[src/rtl/pmem_wb_buffer.sv]
// Purpose: single-entry write-back buffer between a cache and physical memory.
//   Evicted lines are parked in the buffer and drained to pmem when the
//   upstream side is idle. Reads that hit the parked line are served from it.
//   Reads take priority over starting a drain. A drain that has started always
//   completes before anything else happens.
// Ports:
//   clk, rst_n                         clock, async active-low reset
//   mem_read/mem_write/mem_address     upstream request (held until mem_resp)
//   mem_wdata                          upstream eviction data
//   mem_resp/mem_rdata/mem_error       upstream completion (registered)
//   pmem_read/pmem_write/pmem_address  physical memory request (registered)
//   pmem_wdata                         drain data (registered)
//   pmem_resp/pmem_error/pmem_rdata    physical memory completion
//   wb_error                           sticky: a drain finished with pmem_error
module pmem_wb_buffer (
    input  logic         clk,
    input  logic         rst_n,
    input  logic         mem_read,
    input  logic         mem_write,
    input  logic [31:0]  mem_address,
    input  logic [255:0] mem_wdata,
    output logic         mem_resp,
    output logic [255:0] mem_rdata,
    output logic         mem_error,
    output logic         pmem_read,
    output logic         pmem_write,
    output logic [31:0]  pmem_address,
    output logic [255:0] pmem_wdata,
    input  logic         pmem_resp,
    input  logic         pmem_error,
    input  logic [255:0] pmem_rdata,
    output logic         wb_error
);

    localparam int unsigned ADDR_W = 32;
    localparam int unsigned LINE_W = 256;
    localparam int unsigned OFF_W  = 5;
    localparam int unsigned TAG_W  = ADDR_W - OFF_W;

    typedef enum logic [1:0] {
        S_IDLE    = 2'd0,
        S_RD_PMEM = 2'd1,
        S_DRAIN   = 2'd2,
        S_RESP    = 2'd3
    } state_t;

    state_t              r_state, w_state;
    logic                r_valid, w_valid;
    logic [TAG_W-1:0]    r_tag, w_tag;
    logic [LINE_W-1:0]   r_data, w_data;
    logic                r_wb_error, w_wb_error;
    logic                r_mem_resp, w_mem_resp;
    logic [LINE_W-1:0]   r_mem_rdata, w_mem_rdata;
    logic                r_mem_error, w_mem_error;
    logic                r_pmem_read, w_pmem_read;
    logic                r_pmem_write, w_pmem_write;
    logic [ADDR_W-1:0]   r_pmem_address, w_pmem_address;
    logic [LINE_W-1:0]   r_pmem_wdata, w_pmem_wdata;

    logic [TAG_W-1:0]    w_req_tag;
    logic [OFF_W-1:0]    w_unused_offset;
    logic                w_tag_hit;
    logic                w_start_drain;

    // Byte offset within a line carries no information for line transfers.
    assign w_req_tag       = mem_address[ADDR_W-1:OFF_W];
    assign w_unused_offset = mem_address[OFF_W-1:0];
    assign w_tag_hit       = r_valid && (r_tag == w_req_tag);

    // Next-state and next-output logic; outputs are registered from these.
    always_comb begin
        w_state        = r_state;
        w_valid        = r_valid;
        w_tag          = r_tag;
        w_data         = r_data;
        w_wb_error     = r_wb_error;
        w_mem_resp     = 1'b0;
        w_mem_rdata    = '0;
        w_mem_error    = 1'b0;
        w_pmem_read    = r_pmem_read;
        w_pmem_write   = r_pmem_write;
        w_pmem_address = r_pmem_address;
        w_pmem_wdata   = r_pmem_wdata;
        w_start_drain  = 1'b0;

        case (r_state)
            S_IDLE: begin
                if (mem_read) begin
                    if (w_tag_hit) begin
                        w_state     = S_RESP;
                        w_mem_resp  = 1'b1;
                        w_mem_rdata = r_data;
                    end else begin
                        w_state        = S_RD_PMEM;
                        w_pmem_read    = 1'b1;
                        w_pmem_address = {w_req_tag, OFF_W'(0)};
                    end
                end else if (mem_write) begin
                    if (!r_valid || w_tag_hit) begin
                        w_state    = S_RESP;
                        w_mem_resp = 1'b1;
                        w_valid    = 1'b1;
                        w_tag      = w_req_tag;
                        w_data     = mem_wdata;
                    end else begin
                        w_start_drain = 1'b1;
                    end
                end else if (r_valid) begin
                    w_start_drain = 1'b1;
                end
            end
            S_RD_PMEM: begin
                if (pmem_resp) begin
                    w_state        = S_RESP;
                    w_pmem_read    = 1'b0;
                    w_pmem_address = '0;
                    w_mem_resp     = 1'b1;
                    w_mem_rdata    = pmem_rdata;
                    w_mem_error    = pmem_error;
                end
            end
            S_DRAIN: begin
                // A failed drain is not retried: the line is dropped and flagged.
                if (pmem_resp) begin
                    w_state        = S_IDLE;
                    w_pmem_write   = 1'b0;
                    w_pmem_address = '0;
                    w_pmem_wdata   = '0;
                    w_valid        = 1'b0;
                    w_wb_error     = r_wb_error | pmem_error;
                end
            end
            S_RESP: begin
                w_state = S_IDLE;
            end
            default: begin
                w_state = S_IDLE;
            end
        endcase

        if (w_start_drain) begin
            w_state        = S_DRAIN;
            w_pmem_write   = 1'b1;
            w_pmem_address = {r_tag, OFF_W'(0)};
            w_pmem_wdata   = r_data;
        end
    end

    // State, buffer entry and registered outputs.
    always_ff @(posedge clk or negedge rst_n) begin
        if (!rst_n) begin
            r_state        <= S_IDLE;
            r_valid        <= 1'b0;
            r_tag          <= '0;
            r_data         <= '0;
            r_wb_error     <= 1'b0;
            r_mem_resp     <= 1'b0;
            r_mem_rdata    <= '0;
            r_mem_error    <= 1'b0;
            r_pmem_read    <= 1'b0;
            r_pmem_write   <= 1'b0;
            r_pmem_address <= '0;
            r_pmem_wdata   <= '0;
        end else begin
            r_state        <= w_state;
            r_valid        <= w_valid;
            r_tag          <= w_tag;
            r_data         <= w_data;
            r_wb_error     <= w_wb_error;
            r_mem_resp     <= w_mem_resp;
            r_mem_rdata    <= w_mem_rdata;
            r_mem_error    <= w_mem_error;
            r_pmem_read    <= w_pmem_read;
            r_pmem_write   <= w_pmem_write;
            r_pmem_address <= w_pmem_address;
            r_pmem_wdata   <= w_pmem_wdata;
        end
    end

    assign mem_resp     = r_mem_resp;
    assign mem_rdata    = r_mem_rdata;
    assign mem_error    = r_mem_error;
    assign pmem_read    = r_pmem_read;
    assign pmem_write   = r_pmem_write;
    assign pmem_address = r_pmem_address;
    assign pmem_wdata   = r_pmem_wdata;
    assign wb_error     = r_wb_error;

endmodule

[config.mk]
export PLATFORM = sky130hd
export DESIGN_NAME = pmem_wb_buffer
export DESIGN_NICKNAME = d
export VERILOG_FILES = /design/src/rtl/pmem_wb_buffer.sv
export SDC_FILE = /design/constraint.sdc
export NUM_CORES = 1
export LEC_CHECK = 0
export ABC_CLOCK_PERIOD_IN_PS = 3100
export CORE_AREA = 5 5 426 428
export DETAILED_ROUTE_END_ITERATION = 8
export DIE_AREA = 0 0 431 433
export GPL_TIMING_DRIVEN = 1
export PLACE_DENSITY = 0.45
export SLEW_MARGIN = 0
export SYNTH_ARGS = -nofsm -noshare
export SYNTH_HDL_FRONTEND = slang
export SYNTH_SLANG_ARGS = --single-unit
[constraint.sdc]
create_clock -name clk -period 3.1 [get_ports clk]
set_input_delay 0.31 -clock clk [delete_from_list [all_inputs] [get_ports clk]]
set_output_delay 0.31 -clock clk [all_outputs]
set_load 0.01 [all_outputs]
## Word level (Yosys, flattened, before mapping)

Index checks and enable logic that the tools add are counted.

| storage, ports and cells | value |
|---|---|
| register bits after elaboration | 835 |
| output and inout bits | 549 |
| logic and storage cells | 92 |
| input bits | 550 |

| operators by class | value |
|---|---|
| bitwise logic cells | 2 |
| reduce and logical (&&, ||, !) cells | 17 |
| multiplexer cells | 43 |
| equal/unequal tests | 18 |

Operators by type and width:

| kind | number |
|---|---|
| 256-bit 2-to-1 mux | 6 |
| 256-bit one-hot mux with 2 select lines | 1 |
| 32-bit 2-to-1 mux | 4 |
| 32-bit one-hot mux with 2 select lines | 1 |
| 27-bit == test | 1 |
| 1-bit 2-to-1 mux | 20 |
| 4-bit AND reduction | 4 |
| 2-bit 2-to-1 mux | 7 |
| 2-bit != test, second input constant | 7 |
| 3-bit != test, second input constant | 4 |
| 4-bit != test, second input constant | 2 |
| 2-bit one-hot mux with 4 select lines | 1 |
| 2-bit nonzero test | 4 |
| 1-bit one-hot mux with 2 select lines | 3 |
| 5-bit AND reduction | 1 |
| 2-bit == test, second input constant | 2 |
| 2-bit AND reduction | 2 |
| 3-bit by 1-bit != test with 1-bit output, second input constant | 1 |
| 3-bit nonzero test | 1 |
| 2-bit by 1-bit == test with 1-bit output, second input constant | 1 |
| 2-bit logical NOT | 1 |
| 2-bit OR reduction | 1 |
| 1-bit logical AND | 1 |
| 1-bit logical NOT | 1 |
| other kinds (3) | 3 |

## Longest topological paths before layout

| depth | value |
|---|---|
| depth in word-level cells | 9 |
| gate-level depth with buffers | 10 |
| mapped depth without buffers | 8 |

## Least setup slack after synthesis

OpenSTA, ideal clock, no wires.

| timing | value |
|---|---|
| path type | flip-flop to flip-flop |
| from | reg r_tag[25] |
| to | reg r_data[100] |
| period minus slack after synthesis | 2,173 ps |
| path buffers | 2 |
| setup slack | 927 ps |
| arrival | 2,046 ps |
| library setup time | 127 ps |
| required time | 2,973 ps |
| stages on the path, launching flop included | 9 |
| cells stage by stage | dfrtp_1 -> xnor2_1 -> nand4_1 -> nor4_4 -> nand2_1 -> a21oi_4 -> buf_6 -> buf_6 -> mux2_1 |

| between the ends | value |
|---|---|
| word-level cells in the longest chain between the ends | 4 |

RTL lines:

| element | RTL line | RTL |
|---|---|---|
| from (decl) | 49 | `logic [TAG_W-1:0] r_tag, w_tag;` |
| from (signal assigned) | 167 | `r_tag <= w_tag;` |
| 27-bit == test | 68 | `assign w_tag_hit = r_valid && (r_tag == w_req_tag);` |
| 1-bit logical AND | 68 |  |
| 1-bit logical OR | 99 | `if (!r_valid \|\| w_tag_hit) begin` |
| 4-bit AND reduction (no line) | -- |  |
| to (signal assigned) | 168 | `r_data <= w_data;` |
| to (decl) | 50 | `logic [LINE_W-1:0] r_data, w_data;` |

Every way passes these cells.
A chain may end at the register's enable or synchronous reset.

## Worst setup path after layout

| timing | value |
|---|---|
| from | reg r_tag[25] |
| to | reg r_data[126] |

The elaborated chain is that of the path after synthesis.

==> flow_summary_export.csv <==
group,metric,value,unit
outcome,status,"finished, final reports clean",
route,drtPass1Iterations,5,
power_and_ir_drop,powerDensity,888,mW/mm2
placed_design,dp_worst_setup_slack,-53.5,ps
yosys,yosys.area.top_type,"dfrtp_1",
yosys,syn_inst,1956,
min_path,min_path_type,"in2reg",
yosys,synth_top_area_share,67.5,%
global_route,grt-ovfl-total,0,
yosys,syn_area,0.0308,mm2
floorplan,rows,155,
yosys,ys_ff_latch,830,
yosys,synth_top_flop_cell,"dfrtp_1",
critical_path,timing.rr.start,"r_tag[25]",
clock_tree,cts.clk_slew.worst_paths,60,ps
route,via_count,22700,
sta,slew_headroom,50.2,%
floorplan,fp.dieW,431,um
placed_design,gp_congestion,0.888,
power_and_ir_drop,ir_drop,0.000407,V
global_route,grt_pass1_vias,23900,
floorplan,die_h,433,um
critical_path,end_kind,"flip-flop",
sta,slew_viol_final,0,
critical_path,cp_max_fo,21,
route,drtAntennaViolNets,0,
global_route,grt_start_max_net_pins,100,
min_path,hold_start,"mem_wdata[207]",
yosys,ys_seq_area_share,67.5,%
sta,finalHoldViolCount,0,
final_layout,final_common_cell,"clkdlybuf4s50_1",
critical_path,crit_arrival,3280,ps
critical_path,critPathKind,"reg2reg",
clock_tree,h-tree-depth,3,
sta,finalCriticalPeriod,2690,ps
clock_tree,clkSinkCount,830,
job,cap_violations,0,
sta,setup_ws,408,ps
final_layout,layout_common_cells,"1087 x clkdlybuf4s50_1, 830 x dfrtp_1, 512 x a22o_1",
power_and_ir_drop,leakage,21.0,nW
sta,min_period_over_period,86.8,%
yosys,ys_top_cells_by_area,"dfrtp_1 68%, a22o_1 15%, mux2_1 7.7%",
clock_tree,clkLatencyLatePin,720,ps
sta,hold_ws,177,ps
yosys,synth_edf_count,0,
critical_path,rrSetupSlack,410,ps
route,drt_iter0_markers,1353,
route,wl_per_cell,27.7,um
final_layout,nets,3703,
global_route,antenna_found_initial,22,
floorplan,die-area,0.187,mm2
yosys,ys_warn_count,0,
route,avgViaCountPerCell,4.05,
critical_path,crit_start,"r_tag[25]",
clock_tree,cts_root_buffer,"clkbuf_16",
global_route,gr-usage-all-layers,16.0,%
clock_tree,cts_buffers,100,
final_layout,synthToLayoutAreaGrowth,59.3,%
placed_design,dp_hpwl,122000,um
clock_tree,cts_buffer_depth,3,
placed_design,io_buffers,1088,
yosys,synth.avg_cell_area,15.7,um2
route,wl,155000,um
critical_path,setup.worst_path.start_class,"flip-flop",
sta,max_freq,0.371,GHz
sta,worstMarginPinSlew,748,ps
yosys,synth_async_sr_flop_share,100,%
yosys,ys_types,38,
final_layout,drive_gt1_share,12.9,%
global_route,grt_pass1_wl,209000,um
final_layout,fill_cells,18300,
sta,grt_setup_unrepaired,"false",
sta,finalSetupViolations,0,
route,drcViolationCount,0,
floorplan,core,0.177,mm2
floorplan,pin_count,1099,
floorplan,initial_core_util,17.3,%
sta,skew,27.4,ps
clock_tree,cts_resized,0,
clock_tree,post_cts.repair.setup_buffers,0,
clock_tree,tritoncts,"built",
critical_path,cp.required,3680,ps
per-layer routing:
metal	GRT usage [%]	share of wire, %	vias to the layer above
li1	-	-	9764
met4	4.66	2.2	2
met1	19.9	41	12000
met3	4.35	6.3	164
met2	27.1	50	711
met5	0	0.0084	-
logic make-up after synthesis:
family,count (synthesis),share of synthesized area (%)
muxes,311,11.3
adders and majority gates,4,0.163
and+or+nand+nor,34,0.586
xor gates and xnor gates,27,0.769
DFF,830,67.5
AOI/OAI and AO/OA,581,16.4
buffers and inverters,168,3.29
other,1,0.0122
through the flow:
stage / utilization, % / power (mW) / std cells / area, um2 / TNS, ps
6_report: 27.6 / 43.5 / 5599 / 49000 / 0
3_5_place_dp: 25.6 / 31.4 / 5401 / 45500 / -575
5_1_grt: 27.6 / 45.6 / 5595 / 49000 / 0
2_1_floorplan: - / 22.5 / 1960 / 30800 / 0
4_1_cts: 27.6 / 44.2 / 5588 / 49000 / 0
3_3_place_gp: 25.6 / 31.3 / 5401 / 45500 / 0
final cells by class:
cell class                      instances  area [um2]  area share, %
Antenna cell                           11        27.5         0.0562
Clock buffer                          140        2930           5.99
Clock inverter                         46         586           1.19
Inverter                                4        15.0         0.0306
Multi-Input combinational cell        962        9030           18.4
Sequential cell                       830       20800           42.4
Tap cell                             2355        2950           6.01
Timing Repair Buffer                 1251       12700           25.9
state kept, by name, summed over array words and instances (netlist names):
signal,cells
mem_error,1
mem_rdata,256
mem_resp,1
pmem_address,27
pmem_read,1
pmem_wdata,256
pmem_write,1
r_data,256
r_state,2
r_tag,27
r_valid,1
wb_error,1
what timing repair did:
action,CTS,global route
hold buffers,1,0
endpoints found under the hold margin,27,0
setup endpoints to repair,0,0
synthesized netlist by cell type (2+ instances only):
| library cell | number |
|---|---|
| nand4_1 | 6 |
| nand2_1 | 9 |
| buf_6 | 29 |
| a31oi_1 | 2 |
| a2bb2oi_1 | 27 |
| buf_2 | 37 |
| a22o_1 | 512 |
| clkbuf_1 | 66 |
| ha_1 | 4 |
| o21a_1 | 27 |
| dfrtp_1 | 830 |
| xnor2_1 | 27 |
| a21o_1 | 2 |
| mux2_1 | 209 |
| o21ai_0 | 3 |
| nor2_1 | 8 |
| nand3_1 | 3 |
| inv_1 | 4 |
| mux2i_1 | 28 |
| mux2_2 | 74 |
| nor2b_1 | 2 |
| buf_4 | 31 |
worst max-delay path, cell delays in order (launching register included):
cell	delay [ps]
dfrtp_1	400
xnor2_1	280
nand4_1	220
nor4_4	340
nand2_1	150
a21oi_4	250
buf_12	230
buf_4	290
mux2_1	350
power by group:
part / internal [mW] / total [mW] / switching, mW
Clock: 7.46 / 12.5 / 5.05
Sequential: 14.3 / 17.9 / 3.64
Combinational: 7.11 / 13.1 / 5.98
final timing paths:
check	depth (start not counted)	endpoint
max	8	r_data[126]
min	2	r_data[207]
max reg2reg	8	r_data[126]
min reg2reg	1	pmem_write
max in group asynchronous	3	r_data[178]
min in group asynchronous	2	r_data[240]
Power figures use the tool's default switching activity.
==> edit: new RTL, same flow settings <==
Remove the register `r_mem_rdata`: a continuous assignment takes its place, so the output `mem_rdata` follows one clock earlier.
--- a/src/rtl/pmem_wb_buffer.sv
+++ b/src/rtl/pmem_wb_buffer.sv
@@ -155,7 +155,6 @@
             r_data         <= '0;
             r_wb_error     <= 1'b0;
             r_mem_resp     <= 1'b0;
-            r_mem_rdata    <= '0;
             r_mem_error    <= 1'b0;
             r_pmem_read    <= 1'b0;
             r_pmem_write   <= 1'b0;
@@ -168,7 +167,6 @@
             r_data         <= w_data;
             r_wb_error     <= w_wb_error;
             r_mem_resp     <= w_mem_resp;
-            r_mem_rdata    <= w_mem_rdata;
             r_mem_error    <= w_mem_error;
             r_pmem_read    <= w_pmem_read;
             r_pmem_write   <= w_pmem_write;
@@ -176,6 +174,8 @@
             r_pmem_wdata   <= w_pmem_wdata;
         end
     end
+
+    assign r_mem_rdata = w_mem_rdata;
 
     assign mem_resp     = r_mem_resp;
     assign mem_rdata    = r_mem_rdata;
Function: not settled (the Yosys comparison gave no result); the edit may change what the design does.
==> edit against the unedited design <==
- the flow now finishes with violations (negative setup slack)
- worst hold slack improved by 0.082 ns
- utilization fell by 3.8 points
- cell count down 2.6%
- setup slack worse by 0.82 ns
- final area decreased by 14%
- sequential cell count shrank 256
- synthesized area decreased by 21%
- combinational power grew 22%
- clock skew grew 0.0029 ns
- first-iteration DRC count increased by 7.4%
- total power fell by 6.8%
- routed wire length decreased by 1.1%
- via count is 4.9% lower
- critical path type is now flop to output port
- critical endpoint is now mem_rdata[113]
- highest routed layer unchanged
==> edit: results (changes against the unedited design) <==
[run_status]
outcome = finished with violations
violations = negative setup slack

[power_and_ir_drop]
p_switching_uw = 15300  ; +4.3%
cellLeakagePower_uw = 0.0183  ; -13%
power.share.sequential_pct = 38.2  ; -3.0 points
swShare_pct = 37.7  ; +4.0 points
peakVddDrop_uv = 393  ; -3.3%

[setup_path]
r2r_slack_ns = 0.25  ; -0.16 ns
r2r_start = r_tag[7]
reg2reg_to = r_data[67]
arrival_ns = 3.21  ; -0.07 ns

[cells_and_area]
seq_area_um2 = 14400  ; -31%
buffers = 1346  ; +7.6%
stdcell_count = 5451  ; -2.6%
drive_gt1_share_pct = 30.0  ; +17 points
buffer_area_share_pct = 30.9  ; +4.9 points
n_antenna_cell = 15  ; +4
fin_area_um2 = 42300  ; -14%
clockNetworkAreaShare_pct = 6.01  ; -1.2 points
multi_input_area_um2 = 9200  ; +1.9%
nMultiInputCombCells = 993  ; +3.2%
num-nonclk-inverters = 35  ; +31

[place]
post-dp-hpwl_um = 122000  ; +0.41%
numPlacedInstances = 5227  ; -3.2%
dpl_worst_slack_ns = -0.977  ; -0.923 ns
dpl_cell_area_um2 = 39300  ; -14%
place_congestion = 0.928  ; +4.5%

[global_route]
antenna_found_initial = 54  ; +150%
grt_pass1_wl_um = 201000  ; -3.8%
grtUsageTotal_pct = 15.5  ; -0.46 points
grt_max_degree = 87  ; -13%

[sta]
setup_viol = 256  ; +256
setup_ws_ns = -0.417  ; -0.825 ns
worst_pin_slew_ns = 0.706  ; -0.0416 ns

[yosys]
avgSynthCellArea_um2 = 13.8  ; -12%
synth-compound-area-share_pct = 19.8  ; +3.4 points
yosys.area_share.xor_xnor_pct = 0.969  ; +0.20 points
synthAdderAreaFrac_pct = 0.205  ; +0.042 points
synth_common_cells = dfrtp_1, a22o_1, mux2_2

[cts]
clock_latency_ns = 0.65  ; -0.07 ns
cts_sinks = 574  ; -31%

[detailed_routing]
routed_wl_um = 153000  ; -1.1%
avgViaCountPerCell = 3.95  ; -2.3%
initialDrtViolationCount = 1453  ; +7.4%

[hold_path]
min-delay-start = mem_wdata[242]

## edit: cells by family after synthesis
| kind of cell | Yosys count |
|---|---|
| mux | 283 |
| flops | 574 |
| fa+ha+maj | 4 |
| buf+inv | 204 |
| other cells | 1 |
| xor+xnor | 27 |
| compound gates | 557 |
| simple gates | 117 |
## edit: worst max-delay path by stage
| stage | from | end | slack, ns |
|---|---|---|---|
| after floorplan | r_tag[25] | mem_rdata[172] | 0.80 |
| after global placement | mem_address[15] | mem_rdata[209] | -1.03 |
| after detailed placement | mem_address[15] | mem_rdata[209] | -0.98 |
| after CTS | r_tag[10] | mem_rdata[29] | -0.71 |
| after global routing | r_tag[10] | mem_rdata[162] | -0.66 |
| final | r_tag[7] | mem_rdata[113] | -0.42 |
## edit: metrics by stage
| step | TNS, ns | hold WS, ns |
|---|---|---|
| CTS | -145.23 | 0.173 |
| global route | -128.99 | 0.202 |
| floorplan | 0 | 0.0144 |
| finish | -68.04 | 0.260 |
| global placement | -408.83 | 0.399 |
| detailed placement | -393.03 | 0.400 |
## edit: what timing repair did
action | CTS | global route
resized for setup | 1044 | 165
hold buffers | 1 | 0
hold endpoints to repair | 42 | 0
cloned | 15 | 7
pin swaps | 29 | 42
setup buffers | 59 | 24
setup endpoints to repair | 405 | 300
## edit: layer usage
| layer | routed length [um] | up-vias | track usage [%] |
|---|---|---|---|
| li1 | - | 9365 | - |
| met1 | 60800 | 11100 | 18.4 |
| met2 | 73400 | 854 | 25.5 |
| met3 | 15500 | 184 | 7.23 |
| met4 | 3480 | 32 | 3.67 |
| met5 | 211 | - | 0 |
